[src/rtl/nbody_step_scheduler.sv]
// nbody_step_scheduler: walks every ordered body pair (i,j), i!=j, into the
// force pipeline, waits for all results to retire, integrates each body once,
// and repeats for GAP timesteps before raising done for the host snapshot.
// Optional feature macro: NBODY_SCHED_PERF_EN (busy-cycle counter on perf_cycles).
module nbody_step_scheduler #(
    parameter int BODY_ADDR_WIDTH = 9,
    parameter int GAP_WIDTH       = 32,
    parameter int OUTST_WIDTH     = 8,
    parameter int PIPE_LATENCY    = 122
) (
    input  logic                       clk,
    input  logic                       rst,
    input  logic                       go,
    input  logic [BODY_ADDR_WIDTH:0]   n_bodies,
    input  logic [GAP_WIDTH-1:0]       gap,
    input  logic                       snap_req,
    input  logic                       pipe_ready,
    input  logic                       pipe_ret,
    output logic                       pair_valid,
    output logic [BODY_ADDR_WIDTH-1:0] pair_i,
    output logic [BODY_ADDR_WIDTH-1:0] pair_j,
    output logic                       pair_first,
    output logic                       pair_last,
    output logic                       upd_valid,
    input  logic                       upd_ready,
    output logic [BODY_ADDR_WIDTH-1:0] upd_addr,
    output logic                       done,
    output logic                       busy,
    output logic                       err,
    output logic [31:0]                perf_cycles
);

    localparam int NW = BODY_ADDR_WIDTH + 1;
    localparam logic [NW-1:0] MAX_N = {1'b1, {BODY_ADDR_WIDTH{1'b0}}};

    // The in-flight counter must be able to hold a full pipeline of pairs.
    if (PIPE_LATENCY > (2 ** OUTST_WIDTH) - 1) begin : g_latency_check
        $error("OUTST_WIDTH too narrow for PIPE_LATENCY");
    end

    typedef enum logic [2:0] {IDLE, ISSUE, DRAIN, UPDATE, STEP, FRAME} state_t;

    state_t                     state, next_state;
    logic [BODY_ADDR_WIDTH-1:0] i_reg, j_reg, upd_cnt;
    logic [NW-1:0]              n_reg;
    logic [GAP_WIDTH-1:0]       gap_reg, step_cnt;
    logic [OUTST_WIDTH-1:0]     outstanding;
    logic                       seen, err_reg;

    logic [NW-1:0] i_ext, j_ext, j_inc, j_skip, n_m1, n_m2, upd_ext;
    logic          n_ok, first_flag, last_flag, issue, upd_fire;
    logic          step_last, frame_exit, last_pair, start_pass;

    assign i_ext      = {1'b0, i_reg};
    assign j_ext      = {1'b0, j_reg};
    assign upd_ext    = {1'b0, upd_cnt};
    assign n_m1       = n_reg - NW'(1);
    assign n_m2       = n_reg - NW'(2);
    assign j_inc      = j_ext + NW'(1);
    assign j_skip     = (j_inc == i_ext) ? j_inc + NW'(1) : j_inc;
    assign n_ok       = (n_bodies >= NW'(2)) && (n_bodies <= MAX_N);
    assign first_flag = (i_reg == '0) ? (j_ext == NW'(1)) : (j_reg == '0);
    assign last_flag  = (i_ext == n_m1) ? (j_ext == n_m2) : (j_ext == n_m1);
    assign last_pair  = (i_ext == n_m1) && last_flag;
    assign issue      = pair_valid && pipe_ready;
    assign upd_fire   = upd_valid && upd_ready;
    assign step_last  = (step_cnt + GAP_WIDTH'(1)) == gap_reg;
    assign frame_exit = (state == FRAME) && seen && !snap_req;
    assign start_pass = (next_state == ISSUE) && (state != ISSUE);

    assign pair_valid = (state == ISSUE);
    assign pair_i     = i_reg;
    assign pair_j     = j_reg;
    assign pair_first = pair_valid && first_flag;
    assign pair_last  = pair_valid && last_flag;
    assign upd_valid  = (state == UPDATE);
    assign upd_addr   = upd_cnt;
    assign done       = (state == FRAME);
    assign busy       = (state != IDLE);
    assign err        = err_reg;

    // State register; reset forces an immediate return to IDLE.
    always_ff @(posedge clk) begin
        if (rst) state <= IDLE;
        else     state <= next_state;
    end

    // Next-state decode for the issue/drain/update/step/frame sequence.
    always_comb begin
        next_state = state;
        case (state)
            IDLE:    if (go && n_ok) next_state = ISSUE;
            ISSUE:   if (issue && last_pair) next_state = DRAIN;
            DRAIN:   if (outstanding == '0) next_state = UPDATE;
            UPDATE:  if (upd_fire && (upd_ext == n_m1)) next_state = STEP;
            STEP:    next_state = step_last ? FRAME : ISSUE;
            FRAME:   if (frame_exit) next_state = go ? ISSUE : IDLE;
            default: next_state = IDLE;
        endcase
    end

    // Pair walker, in-flight count, update address, step count and handshake flags.
    always_ff @(posedge clk) begin
        if (rst) begin
            i_reg       <= '0;
            j_reg       <= '0;
            n_reg       <= '0;
            gap_reg     <= '0;
            step_cnt    <= '0;
            outstanding <= '0;
            upd_cnt     <= '0;
            seen        <= 1'b0;
            err_reg     <= 1'b0;
        end else begin
            if (state == IDLE && go && !n_ok) err_reg <= 1'b1;
            if (state == IDLE && go && n_ok) begin
                n_reg   <= n_bodies;
                gap_reg <= (gap == '0) ? GAP_WIDTH'(1) : gap;
            end

            if (start_pass) begin
                i_reg <= '0;
                j_reg <= BODY_ADDR_WIDTH'(1);
            end else if (issue) begin
                if (j_skip >= n_reg) begin
                    i_reg <= i_reg + BODY_ADDR_WIDTH'(1);
                    j_reg <= '0;
                end else begin
                    j_reg <= j_skip[BODY_ADDR_WIDTH-1:0];
                end
            end

            if (issue && !pipe_ret)
                outstanding <= outstanding + OUTST_WIDTH'(1);
            else if (!issue && pipe_ret && outstanding != '0)
                outstanding <= outstanding - OUTST_WIDTH'(1);

            if (state == DRAIN)  upd_cnt <= '0;
            else if (upd_fire)   upd_cnt <= upd_cnt + BODY_ADDR_WIDTH'(1);

            if (state == STEP)
                step_cnt <= step_last ? '0 : step_cnt + GAP_WIDTH'(1);

            if (frame_exit)                       seen <= 1'b0;
            else if (state == FRAME && snap_req)  seen <= 1'b1;
        end
    end

`ifdef NBODY_SCHED_PERF_EN
    logic [31:0] perf_reg;
    // Busy-cycle counter: cleared at start, frozen in FRAME, saturating.
    always_ff @(posedge clk) begin
        if (rst)
            perf_reg <= '0;
        else if (state == IDLE && next_state == ISSUE)
            perf_reg <= '0;
        else if (busy && state != FRAME && perf_reg != 32'hFFFF_FFFF)
            perf_reg <= perf_reg + 32'd1;
    end
    assign perf_cycles = perf_reg;
`else
    assign perf_cycles = 32'd0;
`endif

endmodule

[config.mk]
export PLATFORM = sky130hd
export DESIGN_NAME = nbody_step_scheduler
export DESIGN_NICKNAME = d
export VERILOG_FILES = /design/src/rtl/nbody_step_scheduler.sv
export SDC_FILE = /design/constraint.sdc
export NUM_CORES = 1
export LEC_CHECK = 0
export BUFFER_PORTS_ARGS = -buffer_cell sky130_fd_sc_hd__buf_2
export CAP_MARGIN = 40
export CORE_ASPECT_RATIO = 1.4
export CORE_MARGIN = 2
export CORE_UTILIZATION = 30
export CTS_BUF_LIST = sky130_fd_sc_hd__clkbuf_4
export CTS_CLUSTER_SIZE = 30
export DETAILED_ROUTE_END_ITERATION = 6
export PLACE_DENSITY = 0.52
export SYNTH_ARGS = -nofsm -noshare
export SYNTH_HDL_FRONTEND = slang
export SYNTH_SLANG_ARGS = --single-unit
[constraint.sdc]
create_clock -name clk -period 5.17 [get_ports clk]
set_clock_uncertainty 0.05 [all_clocks]
set_input_delay 0.2585 -clock clk [delete_from_list [all_inputs] [get_ports clk]]
set_output_delay 0.2585 -clock clk [all_outputs]
set_load 0.01 [all_outputs]
==> metrics.md, run 1 <==
| Metric | Value |
|---|---|
| Status | finished, final reports clean |
| Iteration-0 DRC Markers | ~460 |
| Max-cap violation count | 0 |
| Kind of critical path | register to register |
| Largest net degree at the start of global routing | between 60 and 70 |
| CTS Buffer Depth | 2 |
| PwrDens | approximately 240 nW/um2 |
| Most frequent cells in the layout | 161 x nand2_1, 114 x dfxtp_1, 84 x a21oi_1 |
| Reg2Reg Capture Point | pair_j[7] |
| Max_slew headroom | 42.79% |
| CP Data Arrival Time | 5.21 ns |
| Area grow syn2layout | 16.76% |
| Core area | around 28000 um2 |
| Via count | ~8.1k |
| Fin crit share | between 90% and 100% |
| Post-CTS Setup Repair Bufs | 0 |
| RR Startpoint | pair_j[0] |
| Num CTS Buffers | 17 |
| Peak supply drop | 0.0001391 V |
| WL final | around 26000 um |
| Fin. Hold Viols | 0 |
| Gr ovfl total | 0 |
| Crit path required time | between 5 and 6 ns |
| RSZ-0062 raised after global routing | false |
| Htree depth | 4 |
| Crit. End Element | register |
| Worst Hold End | upd_addr[0] |
| Final net count | approximately 1.3k |
| Flops & latches, synth | between 100 and 150 |
| Synth Cell Area | 8541 um2 |
| Sequential area share after synthesis | 26.72% |
| Post-route setup TNS | 0 ns |
| Antenna violations before repair | 1 |
| Port buffer count | slightly above 80 |
| CTS sink count | approximately 110 |
| Clk root buf | clkbuf_4 |
| Pre-CTS setup slack | 0.3955 ns |
| Die width | between 100 and 150 um |
| Site Rows | 73 |
| Die area | approximately 30000 um2 |
| Hold Path Class | input pin to register |
| Post-route worst setup slack | 0.3782 ns |
| Ys Warns | 0 |
| Pre-antenna DRT Iters | 4 |
| Die Y | just over 200 um |
| Final Util | 35.33% |
| Clk slew on worst S/H paths | 0.13 ns |
| CTS tree | built |
| Max-slew violation count | 0 |
| Hold path depth | 4 |
| Starting density of the core | 30.26% |
| Syn_area_per_cell | a little under 8 um2 |
| Routed vias/inst | 5.081 |
| DP HPWL | 18930 um |
| Worst-skew pair later-pin latency | around 0.57 ns |
| Design Power | roughly 2400 uW |
| Leakage | around 0.0038 uW |
| EDFF count, synth | 0 |
| Actual slew at the worst max-slew pin | roughly 0.86 ns |
| Finish-stage setup viols | 0 |
| Vias in the first global route | roughly 7.8k |
| Reg2reg setup slack | approximately 0.38 ns |
| Fraction of layout cells with a size suffix above 1 | 13.89% |
| Crit path launch type | register |
| Async SR Flop Fraction | 0% |
| DRT antenna net count | 0 |
| Critical path peak fanout | 8 |
| Fin crit period | between 4 and 5 ns |
| Avg WL per Cell | about 16 um |
| Worst-case reg-to-reg path depth | 15 |
| Most common flop cell mapped by yosys | dfxtp_1 |
| First-pass GRT wire length | between 40000 and 50000 um |
| IO Count | roughly 120 |
| Remaining DRCs | 0 |
| Commonest non-fill, non-tap cell in the layout | nand2_1 |
| GRT Resource Usage Total | 17.02% |
| Fmax | 0.2087 GHz |
| Min-delay src | upd_ready |
| Synth cell types | a little under 90 |
| Routability congestion estimate | approximately 0.9 |
| Synthesized instance count | approximately 1.1k |
==> what timing repair did <==
action,4_1_cts,5_1_grt
hold endpoints to repair,51,0
endpoints found under the setup margin,0,4
gates resized for setup,0,1
hold buffers,62,0
==> critical path, cell delays in order, from the launching register on <==
cell and delay [ns]:
dfxtp_1 0.51, ha_1 0.33, xor2_1 0.51, and2_1 0.21, o2111a_1 0.19, nand4b_1 0.17, nor3_1 0.47, and3b_1 0.31
xnor2_1 0.10, ha_1 0.20, or3_1 0.35, a221oi_1 0.35, o21ai_1 0.28, nor2_1 0.27, o211ai_1 0.13, a211oi_1 0.26
==> layout make-up <==
cell class,instances,area (um2)
Fill cell,3009,18250
Antenna cell,1,2.502
Inverter,32,120.1
Timing Repair Buffer,161,1194
Tap cell,375,469.2
Clock buffer,17,127.6
Clock inverter,15,142.6
Multi-Input combinational cell,885,5634
Sequential cell,114,2282
==> worst max-delay path by stage <==
stage              start   endpoint  slack (ns)  depth (start not counted)
6_report       pair_j[0]  pair_j[7]        0.38                         15
5_1_grt        pair_j[0]  pair_j[7]        0.04                         15
4_1_cts        pair_j[0]  pair_i[5]        0.36                         17
3_5_place_dp   pair_j[0]  pair_i[5]        0.40                         17
3_3_place_gp   pair_j[0]  pair_i[7]        0.45                         17
2_1_floorplan  pair_j[1]  pair_j[8]        1.05                         16
==> report_power, final <==
part           internal (uW)  total (uW)  switching [uW]
registers                948        1040            95.3
clock network            280         670             389
logic                    340         728             388
==> metal layers <==
metal	up-vias	routed length, um	track usage [%]
met4	0	713	6.796
met2	170	13750	32.71
li1	4066	-	-
met3	47	817	2.752
met1	3847	10290	18.37
met5	-	0	0
==> synth_stat cells (all sizes together), types with 3 or more instances <==
cell,count,share of area [%]
nor4b,4,0.59
nand3,67,4.0
nor2b,8,0.59
nor3,41,3.2
o21bai,3,0.26
a21oi,84,4.9
inv,32,1.4
clkbuf,57,3.1
nand2,161,7.1
nand4,28,2.2
xnor2,70,7.2
or2,3,0.22
or4,30,2.7
ha,26,3.8
nand3b,4,0.35
dfxtp,114,27
mux2i,11,1.3
nand2b,8,0.59
a31o,3,0.31
and4,5,0.51
buf,48,4.2
nor2,66,2.9
a211oi,6,0.53
a21o,6,0.53
and2,9,0.67
nor4,25,2.1
xor2,47,4.8
and3,17,1.3
and3b,4,0.42
xnor3,4,1.1
a22oi,3,0.26
a2bb2oi,3,0.31
a31oi,30,2.2
or3,9,0.67
o21ai,28,1.6
==> logic make-up (layout without fill, tap and decap cells) <==
| logic type | Yosys count | after routing | synth area share, % |
|---|---|---|---|
| and+or+nand+nor | 500 | 500 | 31.42 |
| muxes | 12 | 12 | 1.465 |
| buffers and inverters | 137 | 225 | 8.790 |
| other | 1 | 33 | 0.04391 |
| DFF | 114 | 114 | 26.72 |
| adders and majority gates | 27 | 27 | 4.043 |
| xor gates and xnor gates | 123 | 123 | 13.61 |
| AOI/OAI and AO/OA | 191 | 191 | 13.90 |
==> stage by stage <==
step	instances	hold WS [ns]	instance area, um2
floorplan	1136	0.3269	8657
global placement	1503	0.3928	9031
detailed placement	1505	0.4119	9079
CTS	1599	0.1353	9970
global route	1600	0.1770	9972
finish	1600	0.1754	9972
Note: power is estimated with default switching activity, not from simulation.
==> inputs of run 2 (changes only) <==
--- a/config.mk
+++ b/config.mk
@@ -5,6 +5,7 @@
 export SDC_FILE = /design/constraint.sdc
 export NUM_CORES = 1
 export LEC_CHECK = 0
+export ABC_AREA = 1
 export BUFFER_PORTS_ARGS = -buffer_cell sky130_fd_sc_hd__buf_2
 export CAP_MARGIN = 40
 export CORE_ASPECT_RATIO = 1.4
@@ -13,7 +14,7 @@
 export CTS_BUF_LIST = sky130_fd_sc_hd__clkbuf_4
 export CTS_CLUSTER_SIZE = 30
 export DETAILED_ROUTE_END_ITERATION = 6
-export PLACE_DENSITY = 0.52
+export PLACE_DENSITY_LB_ADDON = 0.25
 export SYNTH_ARGS = -nofsm -noshare
 export SYNTH_HDL_FRONTEND = slang
 export SYNTH_SLANG_ARGS = --single-unit
==> run 2 against run 1 <==
Effect of this change:
- flip-flop and latch count is the same
- setup slack gained 0.12 ns
- worst hold slack worse by 0.12 ns
- register-to-register slack improved by 0.12 ns
- final cell count rose by 12%
- utilization grew 0.41 points
- clock-buffer cell count unchanged
- critical path type unchanged
- critical endpoint is now pair_i[8]
- highest routed layer is now met5
==> metrics.md, run 2 <==
| Metric | Value |
|---|---|
| Status | finished, final reports clean |
| CP delay by family, top | simple AND/OR/NAND/NOR gates |
| Top post-synthesis cells by area | dfxtp_1 28%, nand2_1 15%, inv_1 6.3%, nor2_1 6.3%, nand3_1 5.9% |
| Gr ovfl total | 0 |
| GRT Resource Usage Total | a little under a fifth |
| Sequential area share after synthesis | 27.58% |
| CP most frequent cell | inv_1 |
| Post-synthesis xor/xnor area fraction | 9.072% |
| Leakage | between 0.004 and 0.005 uW |
| Slowest CP cell | dfxtp_1 |
| Worst-case reg-to-reg path depth | 27 |
| Max layer used | met5 |
| Routability congestion estimate | slightly above 0.9 |
| Crit. End Element | register |
| Synth Cell Area | between 8000 and 9000 um2 |
| Die area | 28950 um2 |
| Hold path depth | 3 |
| M1 WL | ~11000 um |
| Max-cap violation count | 0 |
| Fin crit share | 90.36% |
| Commonest non-fill, non-tap cell in the layout | nand2_1 |
| Max-slew violation count | 0 |
| Async SR Flop Fraction | 0% |
| Most frequent cells after synthesis | 330 x nand2_1, 138 x inv_1, 138 x nor2_1 |
| Syn_area_per_cell | approximately 6.4 um2 |
| Area grow syn2layout | 16.63% |
| Compound-Gate Fraction of Synth Area | between 10% and 20% |
| CTS Buffer Depth | 2 |
| Path length in cells of the critical path | 27 |
| Peak supply drop | between 0.0001 and 0.00015 V |
| Min-delay src | n_bodies[9] |
| Die Y | between 200 and 250 um |
| Post-DP Area | between 8000 and 9000 um2 |
| Antenna violations before repair | 3 |
| Most numerous cell in the Yosys netlist | nand2_1 |
| Max_slew headroom | ~46% |
| Hold Path Class | input pin to register |
| Reg2reg setup slack | roughly 0.50 ns |
| Area share of fa/ha/maj cells after synthesis | 4.173% |
| Num CTS Buffers | 17 |
| Clk slew on worst S/H paths | 0.12 ns |
| EDFF count, synth | 0 |
| Fin. Hold Viols | 0 |
| WL final | 27240 um |
| CTS sink count | about 110 |
| PwrDens | about 220 nW/um2 |
| Pre-antenna DRT Iters | 5 |
| Routed vias/inst | roughly 5 |
| Main combinational cell family by area after synthesis | simple AND/OR/NAND/NOR gates |
| First-pass GRT wire length | about 43000 um |
| DRT antenna net count | 0 |
| Largest net degree at the start of global routing | 69 |
| Post-route setup TNS | 0 ns |
| DR WL met3 | roughly 1000 um |
| Iteration-0 DRC Markers | ~500 |
| Fraction of layout cells with a size suffix above 1 | about 12% |
| Avg WL per Cell | about 15 um |
| Most frequent cells in the layout | 328 x nand2_1, 138 x inv_1, 137 x nor2_1 |
| Worst Hold End | n_reg[9] |
| Remaining DRCs | 0 |
| Starting density of the core | about 31% |
| Synthesized instance count | 1293 |
| Finish-stage setup viols | 0 |
| Crit path launch type | register |
| WP buf/inv | 6 |
| Fmax | approximately 0.21 GHz |
| Fin crit period | between 4 and 5 ns |
| Met2 routed WL | between 10000 and 15000 um |
| DP HPWL | 21040 um |
| Vias in the first global route | a little over 8k |
| Clk root buf | clkbuf_4 |
| Actual slew at the worst max-slew pin | ~0.80 ns |
| Worst setup startpoint | pair_j[0] |
| Multiplexer share of the synthesized area | less than 1% |
| Yosys top cell area share | roughly 28% |
| Htree depth | 4 |
| Crit path required time | 5.57 ns |
| Synth area leader | dfxtp_1 |
| Simple-gate portion of the synthesized area | between 30% and 40% |
| Synth cell types | 42 |
| Ys Warns | 0 |
| Die width | 144.4 um |
| CP Data Arrival Time | between 5 and 6 ns |
| Site Rows | ~70 |
| Final net count | between 1k and 1.5k |
| Reg2Reg Capture Point | pair_i[8] |
| Core area | between 20000 and 30000 um2 |
| Critical path peak fanout | 6 |
| IO Count | ~120 |
| Via count | 8702 |
| Kind of critical path | register to register |
| Most common flop cell mapped by yosys | dfxtp_1 |
| Flops & latches, synth | 114 |
| Port buffer count | 82 |
| CP peak stage delay | 0.39 ns |
| RR Startpoint | pair_j[0] |
| Worst-skew pair later-pin latency | between 0.5 and 0.6 ns |
| Finished Cell Area | roughly 9700 um2 |
| CTS tree | built |
run 2: cell count changes in the layout (fill, tap and decap cells not counted), sizes merged, moves of 13 or more:
cell,delta
inv,+115
a21oi,+13
o21ai,+13
nor2,+91
a31oi,-29
xnor2,-42
and3,-17
dlygate4sd3,-20
or4,-30
nand2,+179
nand3,+33
run 2: final cells by class:
cell class / instances / area, um2
timing repair buffer: 136 / 948.4
clock inverter: 15 / 111.4
fill: 3006 / 17350
clock buffer: 17 / 127.6
inverter: 145 / 544.3
sequential: 114 / 2283
tap: 365 / 456.7
multi-input combinational: 998 / 5177
antenna: 1 / 2.502
run 2: how the worst max path moves through the flow:
stage / end
after floorplan: pair_i[8]
after global placement: pair_i[8]
after detailed placement: pair_i[8]
after CTS: pair_i[8]
after global routing: pair_i[8]
final: pair_i[8]
run 2: worst register-to-register path, stage by stage, from the launching register on:
cell	delay, ns
dfxtp_1	0.39
buf_4	0.17
inv_1	0.12
ha_1	0.33
inv_1	0.11
nor2_1	0.05
nor3_1	0.19
inv_1	0.08
nor3_1	0.18
nand4_1	0.21
nor2_2	0.21
nand3_1	0.13
or2_2	0.31
nand2_1	0.06
inv_1	0.04
ha_1	0.28
nand2_1	0.09
nor4_1	0.30
nand3_1	0.12
o2111ai_1	0.16
nand2_2	0.15
nor2_1	0.17
nand3_1	0.14
nor3_2	0.18
nand3_1	0.11
xor2_1	0.16
inv_1	0.06
nor2_1	0.04
run 2: layer usage:
layer  GRT usage, %  up-vias
li1               -     4378
met2          33.65      244
met4          10.92        4
met5              0        -
met3          3.292       77
met1          20.31     3999
run 2: stage by stage:
step	utilization, %	worst slack, ns	cells	total power (uW)	hold WS [ns]
finish	35.74	0.4984	1791	2167	0.05416
global placement	33.06	0.5180	1713	1548	0.3945
global route	35.74	-0.01581	1791	2311	0.05330
detailed placement	33.22	0.3965	1715	1555	0.4000
CTS	35.66	0.3550	1789	2188	0.02521
floorplan	-	0.7281	1324	1418	0.3506
run 2: cell families (layout without fill, tap and decap cells):
group                    count (synthesis)  after routing
other                                    1             33
AO/OA/AOI/OAI                          164            164
buffers and inverters                  212            313
AND/OR/NAND/NOR                        693            693
flip-flops                             114            114
adder cells (fa/ha/maj)                 27             27
multiplexers                             1              1
XOR/XNOR                                81             81
run 2: where the power goes:
group          internal (uW)  switching [uW]  total [uW]
registers                920            40.5         960
logic                    233             376         609
clock network            193             405         598
run 2: what timing repair did:
action                                  4_1_cts  5_1_grt
hold buffers                                 42        0
setup buffers                                 0        1
endpoints found under the hold margin        42        0
gates resized for setup                       0        4
endpoints found under the setup margin        0        2
